### config.mk
export PLATFORM = sky130hd
export DESIGN_NAME = serial_result_tx
export DESIGN_NICKNAME = d
export VERILOG_FILES = /design/src/rtl/serial_result_tx.sv
export SDC_FILE = /design/constraint.sdc
export NUM_CORES = 1
export LEC_CHECK = 0
export CORE_ASPECT_RATIO = 1.1
export CORE_MARGIN = 2
export CORE_UTILIZATION = 50
export DETAILED_ROUTE_END_ITERATION = 7
export PLACE_DENSITY = 0.7
export SLEW_MARGIN = 20
export SYNTH_ARGS = -nofsm -noshare
export SYNTH_HDL_FRONTEND = slang
export SYNTH_SLANG_ARGS = --single-unit
### constraint.sdc
create_clock -name clk -period 4.85 [get_ports clk]
set_input_delay 0.97 -clock clk [delete_from_list [all_inputs] [get_ports clk]]
set_output_delay 0.97 -clock clk [all_outputs]
set_load 0.02 [all_outputs]
### src/rtl/serial_result_tx.sv
// Bit-serial result transmitter: a small FIFO of result words feeding a framed
// serial line (start, LSB-first data, even parity, stop), idle high.
module serial_result_tx #(
  parameter int unsigned WIDTH        = 8,
  parameter int unsigned FIFO_DEPTH   = 4,
  parameter int unsigned CLKS_PER_BIT = 1
) (
  input  logic                                 clk,
  input  logic                                 rst,
  input  logic                                 in_valid,
  input  logic [WIDTH-1:0]                     in_data,
  output logic                                 in_ready,
  input  logic                                 tx_hold,
  output logic                                 tx_out,
  output logic                                 tx_active,
  output logic [$clog2(FIFO_DEPTH+1)-1:0]      fifo_count
);

  localparam int unsigned CW = $clog2(FIFO_DEPTH + 1);
  localparam int unsigned PW = $clog2(FIFO_DEPTH);
  localparam int unsigned BW = (CLKS_PER_BIT > 1) ? $clog2(CLKS_PER_BIT) : 1;
  localparam int unsigned IW = (WIDTH > 1) ? $clog2(WIDTH) : 1;

  typedef enum logic [2:0] {
    S_IDLE,
    S_START,
    S_DATA,
    S_PARITY,
    S_STOP
  } state_t;

  state_t           state, state_nxt;
  logic [BW-1:0]    baud_cnt, baud_nxt;
  logic [IW-1:0]    bit_idx, bit_nxt;
  logic [WIDTH-1:0] shreg, shreg_nxt, shreg_shift;
  logic             parity_q, parity_nxt;
  logic             tx_nxt, active_nxt;

  logic [WIDTH-1:0] mem [FIFO_DEPTH];
  logic [PW-1:0]    wr_ptr, rd_ptr;
  logic [CW-1:0]    count_nxt;
  logic [WIDTH-1:0] head;
  logic             push, pop, load, can_start, baud_done, bit_last;

  assign push        = in_valid && in_ready;
  assign head        = mem[rd_ptr];
  assign can_start   = (fifo_count != '0) && !tx_hold;
  assign baud_done   = (baud_cnt == BW'(CLKS_PER_BIT - 1));
  assign bit_last    = (bit_idx == IW'(WIDTH - 1));
  assign shreg_shift = shreg >> 1;
  assign count_nxt   = fifo_count + CW'(push) - CW'(pop);

  // Frame sequencer: next state and next line value
  always_comb begin
    state_nxt  = state;
    baud_nxt   = baud_cnt;
    bit_nxt    = bit_idx;
    shreg_nxt  = shreg;
    parity_nxt = parity_q;
    tx_nxt     = tx_out;
    active_nxt = tx_active;
    load       = 1'b0;
    pop        = 1'b0;

    case (state)
      S_IDLE: begin
        if (can_start) load = 1'b1;
      end
      S_START: begin
        if (baud_done) begin
          state_nxt = S_DATA;
          baud_nxt  = '0;
          bit_nxt   = '0;
          tx_nxt    = shreg[0];
        end else begin
          baud_nxt = baud_cnt + BW'(1);
        end
      end
      S_DATA: begin
        if (baud_done) begin
          baud_nxt = '0;
          if (bit_last) begin
            state_nxt = S_PARITY;
            tx_nxt    = parity_q;
          end else begin
            bit_nxt   = bit_idx + IW'(1);
            shreg_nxt = shreg_shift;
            tx_nxt    = shreg_shift[0];
          end
        end else begin
          baud_nxt = baud_cnt + BW'(1);
        end
      end
      S_PARITY: begin
        if (baud_done) begin
          state_nxt = S_STOP;
          baud_nxt  = '0;
          tx_nxt    = 1'b1;
        end else begin
          baud_nxt = baud_cnt + BW'(1);
        end
      end
      S_STOP: begin
        if (baud_done) begin
          baud_nxt = '0;
          if (can_start) begin
            load = 1'b1;
          end else begin
            state_nxt  = S_IDLE;
            active_nxt = 1'b0;
          end
        end else begin
          baud_nxt = baud_cnt + BW'(1);
        end
      end
      default: begin
        state_nxt  = S_IDLE;
        tx_nxt     = 1'b1;
        active_nxt = 1'b0;
      end
    endcase

    // Pop the head word and drive its start bit from this edge
    if (load) begin
      pop        = 1'b1;
      state_nxt  = S_START;
      baud_nxt   = '0;
      bit_nxt    = '0;
      shreg_nxt  = head;
      parity_nxt = ^head;
      tx_nxt     = 1'b0;
      active_nxt = 1'b1;
    end
  end

  always_ff @(posedge clk) begin
    if (rst) begin
      state      <= S_IDLE;
      baud_cnt   <= '0;
      bit_idx    <= '0;
      shreg      <= '0;
      parity_q   <= 1'b0;
      tx_out     <= 1'b1;
      tx_active  <= 1'b0;
      wr_ptr     <= '0;
      rd_ptr     <= '0;
      fifo_count <= '0;
      in_ready   <= 1'b1;
    end else begin
      state      <= state_nxt;
      baud_cnt   <= baud_nxt;
      bit_idx    <= bit_nxt;
      shreg      <= shreg_nxt;
      parity_q   <= parity_nxt;
      tx_out     <= tx_nxt;
      tx_active  <= active_nxt;
      fifo_count <= count_nxt;
      in_ready   <= (count_nxt != CW'(FIFO_DEPTH));
      if (push) wr_ptr <= wr_ptr + PW'(1);
      if (pop)  rd_ptr <= rd_ptr + PW'(1);
    end
  end

  // Storage needs no reset: occupancy and pointers define validity
  always_ff @(posedge clk) begin
    if (push) mem[wr_ptr] <= in_data;
  end

endmodule

==> flow_summary.ini, run 1 <==
[synth]
ys.warnings.count = 0
ys_ff_latch = 59
synth.distinct_cells = 33
yosys.area.top_type = edfxtp_1
ys.flop_type = edfxtp_1
netlist_instances = 177
synth_nets = 198
netlist_top_cells_area = edfxtp_1, dfxtp_1, mux4_2
synth_most_common_cell = edfxtp_1
syn-cell-area_um2 = 2445
seq_area_frac_synth_pct = 61.41
async_flop_share_pct = 0
synth_common_cells = edfxtp_1, dfxtp_1, nor2_1
avgSynthCellArea_um2 = 13.81
synth-edff-count = 32
yosysTopAreaCellShare_pct = 39.30

[die]
dieArea_um2 = 5466
num_rows = 26
die_x_um = 70.67
core_area_um2 = 4684
initial_core_util_pct = 52.19
pin_count = 18
fp.dieH_um = 77.34

[sta]
fin_hold_ws_ns = 0.4696
finalSetupTns_ns = 0
tightestPinTransition_ns = 0.9273
timing.final.ws_setup_ns = 1.415
finClkSkew_ns = 0.007541
maxSlewViolCount = 0
slew_headroom_pct = 37.99
post-route-period-util_pct = 70.83
fmax_ghz = 0.2911
finalCriticalPeriod_ns = 3.435
grt_setup_unrepaired = no
hold_viol = 0
setup_viol = 0

[final_layout]
nFillCells = 383
diodes = 0
layout-drive-gt1-share_pct = 12.94
final_cell_count_no_fill = 257
nets = 217
area_delta_synth_final_pct = 15.87

[clocking]
root_buffer = clkbuf_8
postCtsSetupBuffers = 0
cts.reportedPaths.clkPinSlew_ns = 0.07
insertion_delay_ns = 0.34
cts_tree = done
cts_max_level = 3
holdBufCountCts = 0
clk_path_buf_depth = 2
cts_resized = 0
cts_buffers = 9
clock-sinks = 59

[place]
preCtsSetupSlack_ns = 0.9687
gp_congestion = 0.8172
dp_hpwl_um = 2812
port-buffer-count = 17
dp_cells = 241

[route]
drt-wirelength-per-cell_um = 15.83
drcViolationCount = 0
wl_um = 4069
dr.pass1.iters = 4
num_vias = 1427
vias_per_cell = 5.553
drtIter0Drc = 71
ant_nets = 0

[pwr]
p_leak_uw = 0.0009853
ir_worst_vdd_mv = 0.4232
powerDensity_nw_per_um2 = 587.3
internal_power_uw = 1135
p_seq_share_pct = 43.7
p_comb_share_pct = 31.4
sw_frac_of_total_pct = 31.79
pwr-share-clk_pct = 24.9
p_switching_uw = 528.9

[status]
status = completed

[global_route]
grt_max_degree = 26
grt_pass1_wl_um = 6755
antenna_found_initial = 0
grt_remaining_overflow = 0
grt_usage_pct = 16.90
grt_pass1_vias = 1433

[setup_path]
slowest_delay_ns = 0.41
critPathLaunchType = input pin
cp-end-kind = flop
cp.arrival_ns = 3.65
cp_max_fo = 17
path_common_cell = inv_1
crit_chain = clkdlybuf4s50_1 -> nor3_1 -> o31ai_4 -> inv_1 -> ha_1 -> inv_1 -> ha_1 -> inv_1 -> fa_1 -> xor2_1 -> xnor2_1 -> nor2_1 -> nand3b_1
cpMaxStageDelayCell = clkdlybuf4s50_1
worstSetupPathType = input pin to flop
critical_path_required_ns = 5.07

[job]
maxCapViolCount = 0

[min_path]
hp-class = flop to flop
[layer usage]
metal / routed length (um) / track usage [%]
met1: 1708 / 19.49
met2: 2074 / 26.89
met3: 198 / 7.922
met4: 87 / 7.547
met5: 0 / 0
[metrics by stage]
stage | total power [uW] | util [%] | instance area, um^2
after floorplan | 1128 | - | 2445
after global placement | 1232 | 56.36 | 2640
after detailed placement | 1260 | 56.36 | 2640
after CTS | 1675 | 60.28 | 2824
after global routing | 1770 | 60.47 | 2833
final | 1664 | 60.47 | 2833
[final cells by class]
| type | instances | area [um^2] | area share, % |
|---|---|---|---|
| Inverter | 6 | 22.52 | 0.7951 |
| Clock inverter | 6 | 56.30 | 1.988 |
| Multi-Input combinational cell | 103 | 884.6 | 31.23 |
| Clock buffer | 10 | 127.6 | 4.505 |
| Timing Repair Buffer | 17 | 170.2 | 6.007 |
| Tap cell | 56 | 70.07 | 2.473 |
| Sequential cell | 59 | 1501 | 53.00 |
[power by group through the flow]
stage	logic (uW)	clock network, uW	registers [uW]
2_1_floorplan	412	0	716
3_3_place_gp	503	0	729
3_5_place_dp	524	0	736
4_1_cts	527	422	727
5_1_grt	574	451	744
6_report	522	414	727
[flip-flops by register name (all words and copies together) (netlist names), named ones only]
register and cells:
fifo_count 3, mem 32, shreg 8, rd_ptr 2, in_ready 1, wr_ptr 2
bit_idx 3, tx_active 1, tx_out 1, parity_q 1, state 3
[final timing paths]
check,startpoint,endpoint,slack (ns),depth (start not counted)
max,tx_hold,in_ready,1.41,13
min,tx_active,tx_active,0.47,2
max reg2reg,fifo_count[1],in_ready,1.87,11
min reg2reg,tx_active,tx_active,0.47,2
[cells in the final DEF (no fill, tap or decap), types with 2 or more instances in the layout]
master and instances:
a211oi_1 7, a21oi_1 7, a22oi_1 2, a2bb2oi_1 3
and3_1 4, clkbuf_8 9, clkdlybuf4s50_1 17, clkinv_2 3
dfxtp_1 27, edfxtp_1 32, ha_1 8, inv_1 6
mux2i_1 6, mux4_2 8, nand2_1 4, nand2b_1 3
nand3b_1 2, nor2_1 16, nor3_1 6, nor3b_1 3
o21ai_0 2, xnor2_1 11, xor2_1 2
[cells by family after synthesis]
family | after synthesis | share of synthesized area [%]
flip-flops | 59 | 61.41
multiplexers | 14 | 9.826
XOR/XNOR | 13 | 4.657
adder cells (fa/ha/maj) | 9 | 4.913
buffers and inverters | 15 | 2.763
AO/OA/AOI/OAI | 25 | 7.318
AND/OR/NAND/NOR | 42 | 9.109
[worst max-delay path, delay by kind of cell]
kind | cells | cell delay [ns]
AO/OA/AOI/OAI | 1 | 0.24
AND/OR/NAND/NOR | 3 | 0.51
buffers and inverters | 4 | 0.84
adder cells (fa/ha/maj) | 3 | 0.80
XOR/XNOR | 2 | 0.30
(Power assumes the default switching activity.)
==> run 2, diff against run 1 <==
clock period = 3.4 ns   (was 4.85 ns; I/O delays follow)
==> run 2 against run 1 <==
- critical endpoint unchanged
- global-route usage up 0.36 points
- clock power increased by 44%
- worst setup slack got worse by 0.68 ns
- power increased by 44%
- combinational power grew 48%
- worst hold slack improved by 0.012 ns
- count of clock-buffer cells in the layout is the same
- clock skew down 0.0016 ns
- core utilization increased by 0.13 points
- flip-flop and latch count did not move
==> flow_summary.ini, run 2 (same netlist as run 1, synthesis figures left out) <==
[sta]
timing.final.ws_setup_ns = 0.7333
tightestPinTransition_ns = 0.9338
finalCriticalPeriod_ns = 2.667
finalSetupTns_ns = 0
hold_viol = 0
slew_headroom_pct = 37.55
fin_hold_ws_ns = 0.4813
finClkSkew_ns = 0.005954
post-route-period-util_pct = 78.43
grt_setup_unrepaired = no
fmax_ghz = 0.3750
maxSlewViolCount = 0
setup_viol = 0

[clocking]
clk_path_buf_depth = 2
cts.reportedPaths.clkPinSlew_ns = 0.06
insertion_delay_ns = 0.33
cts_max_level = 3
cts_buffers = 9
clock-sinks = 59
root_buffer = clkbuf_8
postCtsSetupBuffers = 0
cts_resized = 0
holdBufCountCts = 0
cts_tree = done

[route]
drcViolationCount = 0
vias_per_cell = 5.629
wl_um = 4292
dr.pass1.iters = 4
drt-wirelength-per-cell_um = 16.57
ant_nets = 0
drtIter0Drc = 51
num_vias = 1458

[pwr]
pwr-share-clk_pct = 24.8
internal_power_uw = 1629
sw_frac_of_total_pct = 32.14
p_switching_uw = 771.4
ir_worst_vdd_mv = 0.4122
p_leak_uw = 0.0009936
p_comb_share_pct = 32.1
powerDensity_nw_per_um2 = 845.4
p_seq_share_pct = 43.1

[setup_path]
worstSetupPathType = input pin to flop
critical_path_required_ns = 3.61
rr_worst_depth = 12
critPathLaunchType = input pin
r2r_slack_ns = 0.95
cp.arrival_ns = 2.88
cp-end-kind = flop
cp_max_fo = 2

[place]
dp_hpwl_um = 2923
preCtsSetupSlack_ns = 0.4177
gp_congestion = 0.7658
port-buffer-count = 17

[final_layout]
nets = 219
diodes = 0
layout-drive-gt1-share_pct = 13.79
nFillCells = 378
layout_commonest_cell = edfxtp_1
final_cell_mix = edfxtp_1, dfxtp_1, clkdlybuf4s50_1
area_delta_synth_final_pct = 16.12
multi_input_area_um2 = 875.8
largest_reg_flops = 32
area.sequential_um2 = 1501
largest-register = mem
top_regs = mem: 32 flops, shreg: 8 flops

[die]
fp.dieH_um = 77.34
die_x_um = 70.67
pin_count = 18
core_area_um2 = 4684
initial_core_util_pct = 52.19
num_rows = 26
dieArea_um2 = 5466

[global_route]
grt_max_degree = 26
grt_usage_pct = 17.25
grt_pass1_vias = 1522
antenna_found_initial = 0
grt_remaining_overflow = 0
grt_pass1_wl_um = 7024

[min_path]
hp-class = flop to flop
holdPathStages = 2

[job]
maxCapViolCount = 0

[status]
status = completed
-- run 2: path summary, 6_finish.rpt --
path | startpoint | to
hold reg to reg | tx_active | tx_active
setup / recovery | tx_hold | in_ready
setup reg to reg | state[0] | in_ready
hold / removal | tx_active | tx_active
-- run 2: power by group through the flow --
stage | Combinational [uW] | Sequential (uW) | Clock [uW]
final | 771 | 1030 | 595
after global routing | 839 | 1060 | 636
after CTS | 779 | 1040 | 606
after detailed placement | 766 | 1050 | 0
after global placement | 730 | 1040 | 0
after floorplan | 588 | 1020 | 0
-- run 2: layout make-up --
class / instances / share of cell area (%)
inverters: 6 / 0.7933
flip-flops and latches: 59 / 52.89
multi-input cells: 103 / 30.85
clock buffers: 10 / 4.495
repair buffers: 19 / 6.523
clock inverters: 6 / 1.983
well taps: 56 / 2.468
-- run 2: through the flow --
stage                     cells  instance area (um^2)  power, uW  utilization [%]
after floorplan             177                  2445       1609                -
after global placement      243                  2655       1767            56.68
after detailed placement    243                  2655       1814            56.68
after CTS                   259                  2839       2420            60.60
after global routing        259                  2839       2531            60.60
final                       259                  2839       2400            60.60
-- run 2: critical path, stage by stage --
cell	delay, ns
clkdlybuf4s50_1	0.41
nor3_1	0.20
o31ai_2	0.11
inv_1	0.09
ha_1	0.22
inv_1	0.05
ha_1	0.12
inv_1	0.05
fa_1	0.37
xor2_1	0.17
xnor2_1	0.15
nor2_1	0.14
nand3b_1	0.11
-- run 2: metal layers --
layer  track usage, %  share of wire (%)  routed length (um)
met1            19.72                 42                1792
met2            27.92                 51                2206
met3            6.104                4.3                 186
met4            10.00                2.5                 106
met5                0                  0                   0
==> patch 1 (flow settings as in run 2) <==
Re-encode `state_t` (5 states) as one-hot, 5 bits wide.
--- a/src/rtl/serial_result_tx.sv
+++ b/src/rtl/serial_result_tx.sv
@@ -23,8 +23,8 @@
 
-  typedef enum logic [2:0] {
-    S_IDLE,
-    S_START,
-    S_DATA,
-    S_PARITY,
-    S_STOP
+  typedef enum logic [4:0] {
+    S_IDLE   = 5'b00001,
+    S_START  = 5'b00010,
+    S_DATA   = 5'b00100,
+    S_PARITY = 5'b01000,
+    S_STOP   = 5'b10000
   } state_t;
Behaviour: no difference found for any inputs over 10 cycles, from zero or initial values and one cycle with rst high; not proved beyond that.
==> patch 1 against run 2 <==
- clock power fell by 1%
- synthesized area rose by 3.8%
- wire length did not move
- critical endpoint unchanged
- total power fell by 2.7%
- cell area rose by 2.8%
- setup slack got worse by 0.067 ns
- sequential cell count rose by 2
==> patch 1: results (changes against run 2) <==
grt_usage_pct: 17.4  # +0.12 points
clk_path_buf_depth: 2  # unchanged
grt_pass1_wl_um: 7270  # +3.5%
synthesis.nets: 211  # +6.6%
postSynthAreaPerCell_um2: 13.4  # -3.3%
first_global_vias: 1575  # +3.5%
ys_warn_count: 0  # unchanged
switching_power_uw: 723  # -6.2%
reg_top3: "mem x32, shreg x8, state x5"
startpoint: "tx_hold"
grtUsageMet2_pct: 28.3  # +0.41 points
crit_path_max_incr_delay_ns: 0.46  # +0.05 ns
clk_pin_slew_ns: 0.06  # about the same
async_flop_share_pct: 0  # unchanged
yosys-top-cells-area: "edfxtp_1, dfxtp_1, mux4_2"
netlist-cell-type-count: 40  # +21%
slowest_stage: "clkdlybuf4s50_1"
r2r-end: "in_ready"
drt_iter0_markers: 69  # +35%
layout.nets: 231  # +5.5%
hpwl_um: 2910  # -0.40%
drt_pass1_iterations: 4  # unchanged
grt_start_max_net_pins: 28  # +7.7%
post_drt_wl_per_cell_um: 15.7  # -5.1%
min-delay-start: "shreg[3]"
ys_seq_area_share_pct: 60.7  # -0.66 points
core.rowCount: 27  # +3.8%
cellLeakagePower_nw: 1.03  # +3.5%
dpl_cell_area_um2: 2740  # +3.1%
rrSetupSlack_ns: 0.76  # -0.19 ns
worstRegToRegCells: 11  # -1
cts-resized-gates: 0  # unchanged
drive_gt1_share_pct: 13.0  # -0.77 points
status: "complete, no violations"
dp_slack_ns: 0.366  # -0.0518 ns
vias: 1490  # +2.2%
grt_use_met3_pct: 3.81  # -2.3 points
whs_ns: 0.461  # -0.0200 ns
antenna_found_initial: 0  # unchanged
crit_arrival_ns: 2.93  # +0.05 ns
grt_use_met1_pct: 21.2  # +1.5 points
clk-insertion-delay-late_ns: 0.33  # about the same
ir_drop_mv: 0.348  # -16%
cap_violations: 0  # unchanged
place_congestion: 0.821  # +7.2%
crit_fanout: 2  # unchanged
nFillCells: 393  # +4.0%
r2r-start: "state[2]"
clockRootBuffer: "clkbuf_8"
slew_headroom_pct: 36.0  # -1.5 points
seq_area_um2: 1540  # +2.7%
largest-register: "mem"
fin_cells: 273  # +5.4%
ctsHoldBuffers: 0  # unchanged
place_inst: 257  # +5.8%
synth.top_cells.by_count: "edfxtp_1, dfxtp_1, nor2_1, xnor2_1, nand2_1"
finClkSkew_ns: 0.00513  # -0.000821 ns
min_to: "shreg[3]"
synth_edf_count: 32  # unchanged
## patch 1: changes by cell type after synthesis, moves of 3 or more
cell / before / now
a22oi_1: 2 / 7
nor2b_1: 1 / 4
mux2i_1: 6 / 2
nand2_1: 4 / 11
a21oi_1: 7 / 10
a211oi_1: 7 / 1
a2bb2oi_1: 3 / 0
## patch 1: final cells by class
type | count | area share, %
clock buffers | 10 | 4.37
clock inverters | 6 | 1.84
inverters | 5 | 0.643
multi-input cells | 115 | 31.8
flip-flops and latches | 61 | 52.8
well taps | 58 | 2.49
repair buffers | 18 | 6.09
## patch 1: logic make-up after synthesis
group,share of synthesized area [%]
flops,60.7
compound gates,6.71
buf+inv,2.71
fa+ha+maj,4.73
xor+xnor,5.18
simple gates,11.6
mux,8.33
## patch 1: metal layers
metal	vias up	part of all wire, %
li1	729	-
met1	720	43
met2	34	52
met3	7	3.3
met4	0	1.8
met5	-	0
## patch 1: power groups by stage
stage | clock, mW | sequential [mW] | combinational [mW]
after global routing | 0.647 | 1.04 | 0.802
after floorplan | 0 | 1.02 | 0.560
after detailed placement | 0 | 1.04 | 0.729
after global placement | 0 | 1.03 | 0.691
after CTS | 0.609 | 1.03 | 0.735
final | 0.588 | 1.02 | 0.727
## patch 1: worst max-delay path by stage
| stage | end | slack, ns | cells past startpoint |
|---|---|---|---|
| final | in_ready | 0.67 | 11 |
| after global routing | in_ready | 0.55 | 11 |
| after CTS | in_ready | 0.69 | 11 |
| after detailed placement | in_ready | 0.37 | 11 |
| after global placement | in_ready | 0.50 | 11 |
| after floorplan | in_ready | 0.74 | 13 |
## patch 1: worst register-to-register path, delay by kind of cell, from the launching register on
kind	cells	cell delay (ns)
xor gates and xnor gates	2	0.28
adders and majority gates	3	0.79
buffers and inverters	2	0.10
DFF	1	0.39
and+or+nand+nor	4	0.94
==> patch 2 (flow settings as in run 2) <==
Without the edit above. `WIDTH`: 8 -> 16.
--- a/src/rtl/serial_result_tx.sv
+++ b/src/rtl/serial_result_tx.sv
@@ -3,3 +3,3 @@
 module serial_result_tx #(
-  parameter int unsigned WIDTH        = 8,
+  parameter int unsigned WIDTH        = 16,
   parameter int unsigned FIFO_DEPTH   = 4,
Ports: changed (resized in_data); port bits go from 18 to 26. No check against the original RTL was run, so the function may have changed too.
==> patch 2 against run 2 <==
- largest cell class unchanged
- sequential cell count rose by 41
- non-clock buffer count rose by 16
- highest routed layer unchanged
- total power rose by 60%
- cell area rose by 64%
- combinational power rose by 76%
- wire length rose by 56%
- setup slack improved by 0.15 ns
- largest power group unchanged
- synthesized area rose by 65%
- clock skew rose by 0.0091 ns
==> patch 2: results (changes against run 2) <==
drt_iter0_markers: 213  # +320%
crit_path_max_incr_delay_ns: 0.39  # -0.02 ns
grt_use_met3_pct: 3.04  # -3.1 points
min_to: "shreg[6]"
clk_pin_slew_ns: 0.10  # +0.04 ns
grt_pass1_wl_um: 10800  # +54%
dp_slack_ns: 0.489  # +0.0717 ns
first_global_vias: 2195  # +44%
worst_pin_slew_ns: 0.540  # -0.394 ns
crit_arrival_ns: 2.77  # -0.11 ns
rrSetupSlack_ns: 0.89  # -0.06 ns
synthAdderAreaFrac_pct: 2.67  # -2.2 points
grt_usage_pct: 16.7  # -0.59 points
grt_use_met1_pct: 22.4  # +2.7 points
r2r-end: "parity_q"
yosys-top-cells-area: "edfxtp_1, dfxtp_1, mux4_2"
netlist-cell-type-count: 34  # +3.0%
clock_power_share_pct: 21.6  # -3.2 points
status: "complete, no violations"
synth_xor_xnor_area_share_pct: 5.96  # +1.3 points
synthMuxAreaShare_pct: 10.0  # +0.17 points
switching_power_mw: 1.22  # +58%
layout.nets: 332  # +52%
place_congestion: 0.728  # -4.9%
post_drt_wl_per_cell_um: 16.1  # -3.0%
grtUsageMet2_pct: 27.1  # -0.83 points
synth_compound_area_share_pct: 6.61  # -0.70 points
clk-insertion-delay-late_ns: 0.35  # +0.02 ns
viasPerCell: 5.29  # -6.0%
ir_drop_mv: 0.381  # -7.5%
dr_wl_met2_um: 3420  # +55%
routedLengthMet1_um: 3110  # +73%
reg_top3: "mem x64, shreg x16, bit_idx x4"
hpwl_um: 4310  # +47%
patch 2: changes by cell type after synthesis, sizes merged, moves of 3 or more:
cell | before | now
a2bb2oi | 3 | 0
a211oi | 8 | 2
mux2i | 6 | 2
a22oi | 2 | 15
edfxtp | 32 | 64
mux4 | 8 | 16
xnor2 | 11 | 19
dfxtp | 27 | 36
clkbuf | 6 | 9
a21oi | 7 | 21
nand2 | 4 | 21
xor2 | 2 | 5
patch 2: layout make-up:
type	count	area, um^2
inverter	6	22.5
clock inverter	7	105
multi-input combinational	152	1300
fill	600	3220
timing repair buffer	35	325
clock buffer	9	124
sequential	100	2640
tap	108	135
patch 2: kinds of logic after synthesis:
logic type / Yosys count
buffers and inverters: 19
adders and majority gates: 8
muxes: 18
AOI/OAI and AO/OA: 42
and+or+nand+nor: 60
xor gates and xnor gates: 24
DFF: 100
patch 2: worst max-delay path by stage:
stage                       start       end  slack (ns)  cells past startpoint
after floorplan           tx_hold  in_ready        0.34                     11
after global placement    tx_hold  in_ready        0.57                     11
after detailed placement  tx_hold  in_ready        0.49                     11
after CTS                    flop  parity_q        0.86                      7
after global routing      tx_hold  in_ready        0.69                     11
final                     tx_hold  in_ready        0.89                     11
patch 2: metrics by stage:
| step | hold slack, ns | std cells | instance area (um^2) | total power [mW] | util [%] |
|---|---|---|---|---|---|
| 2_1_floorplan | 0.434 | 271 | 4030 | 2.73 | - |
| 3_3_place_gp | 0.443 | 401 | 4430 | 3.03 | 56.2 |
| 3_5_place_dp | 0.447 | 401 | 4430 | 3.05 | 56.2 |
| 4_1_cts | 0.460 | 417 | 4650 | 3.89 | 59.1 |
| 5_1_grt | 0.481 | 417 | 4650 | 4.07 | 59.1 |
| 6_report | 0.460 | 417 | 4650 | 3.85 | 59.1 |
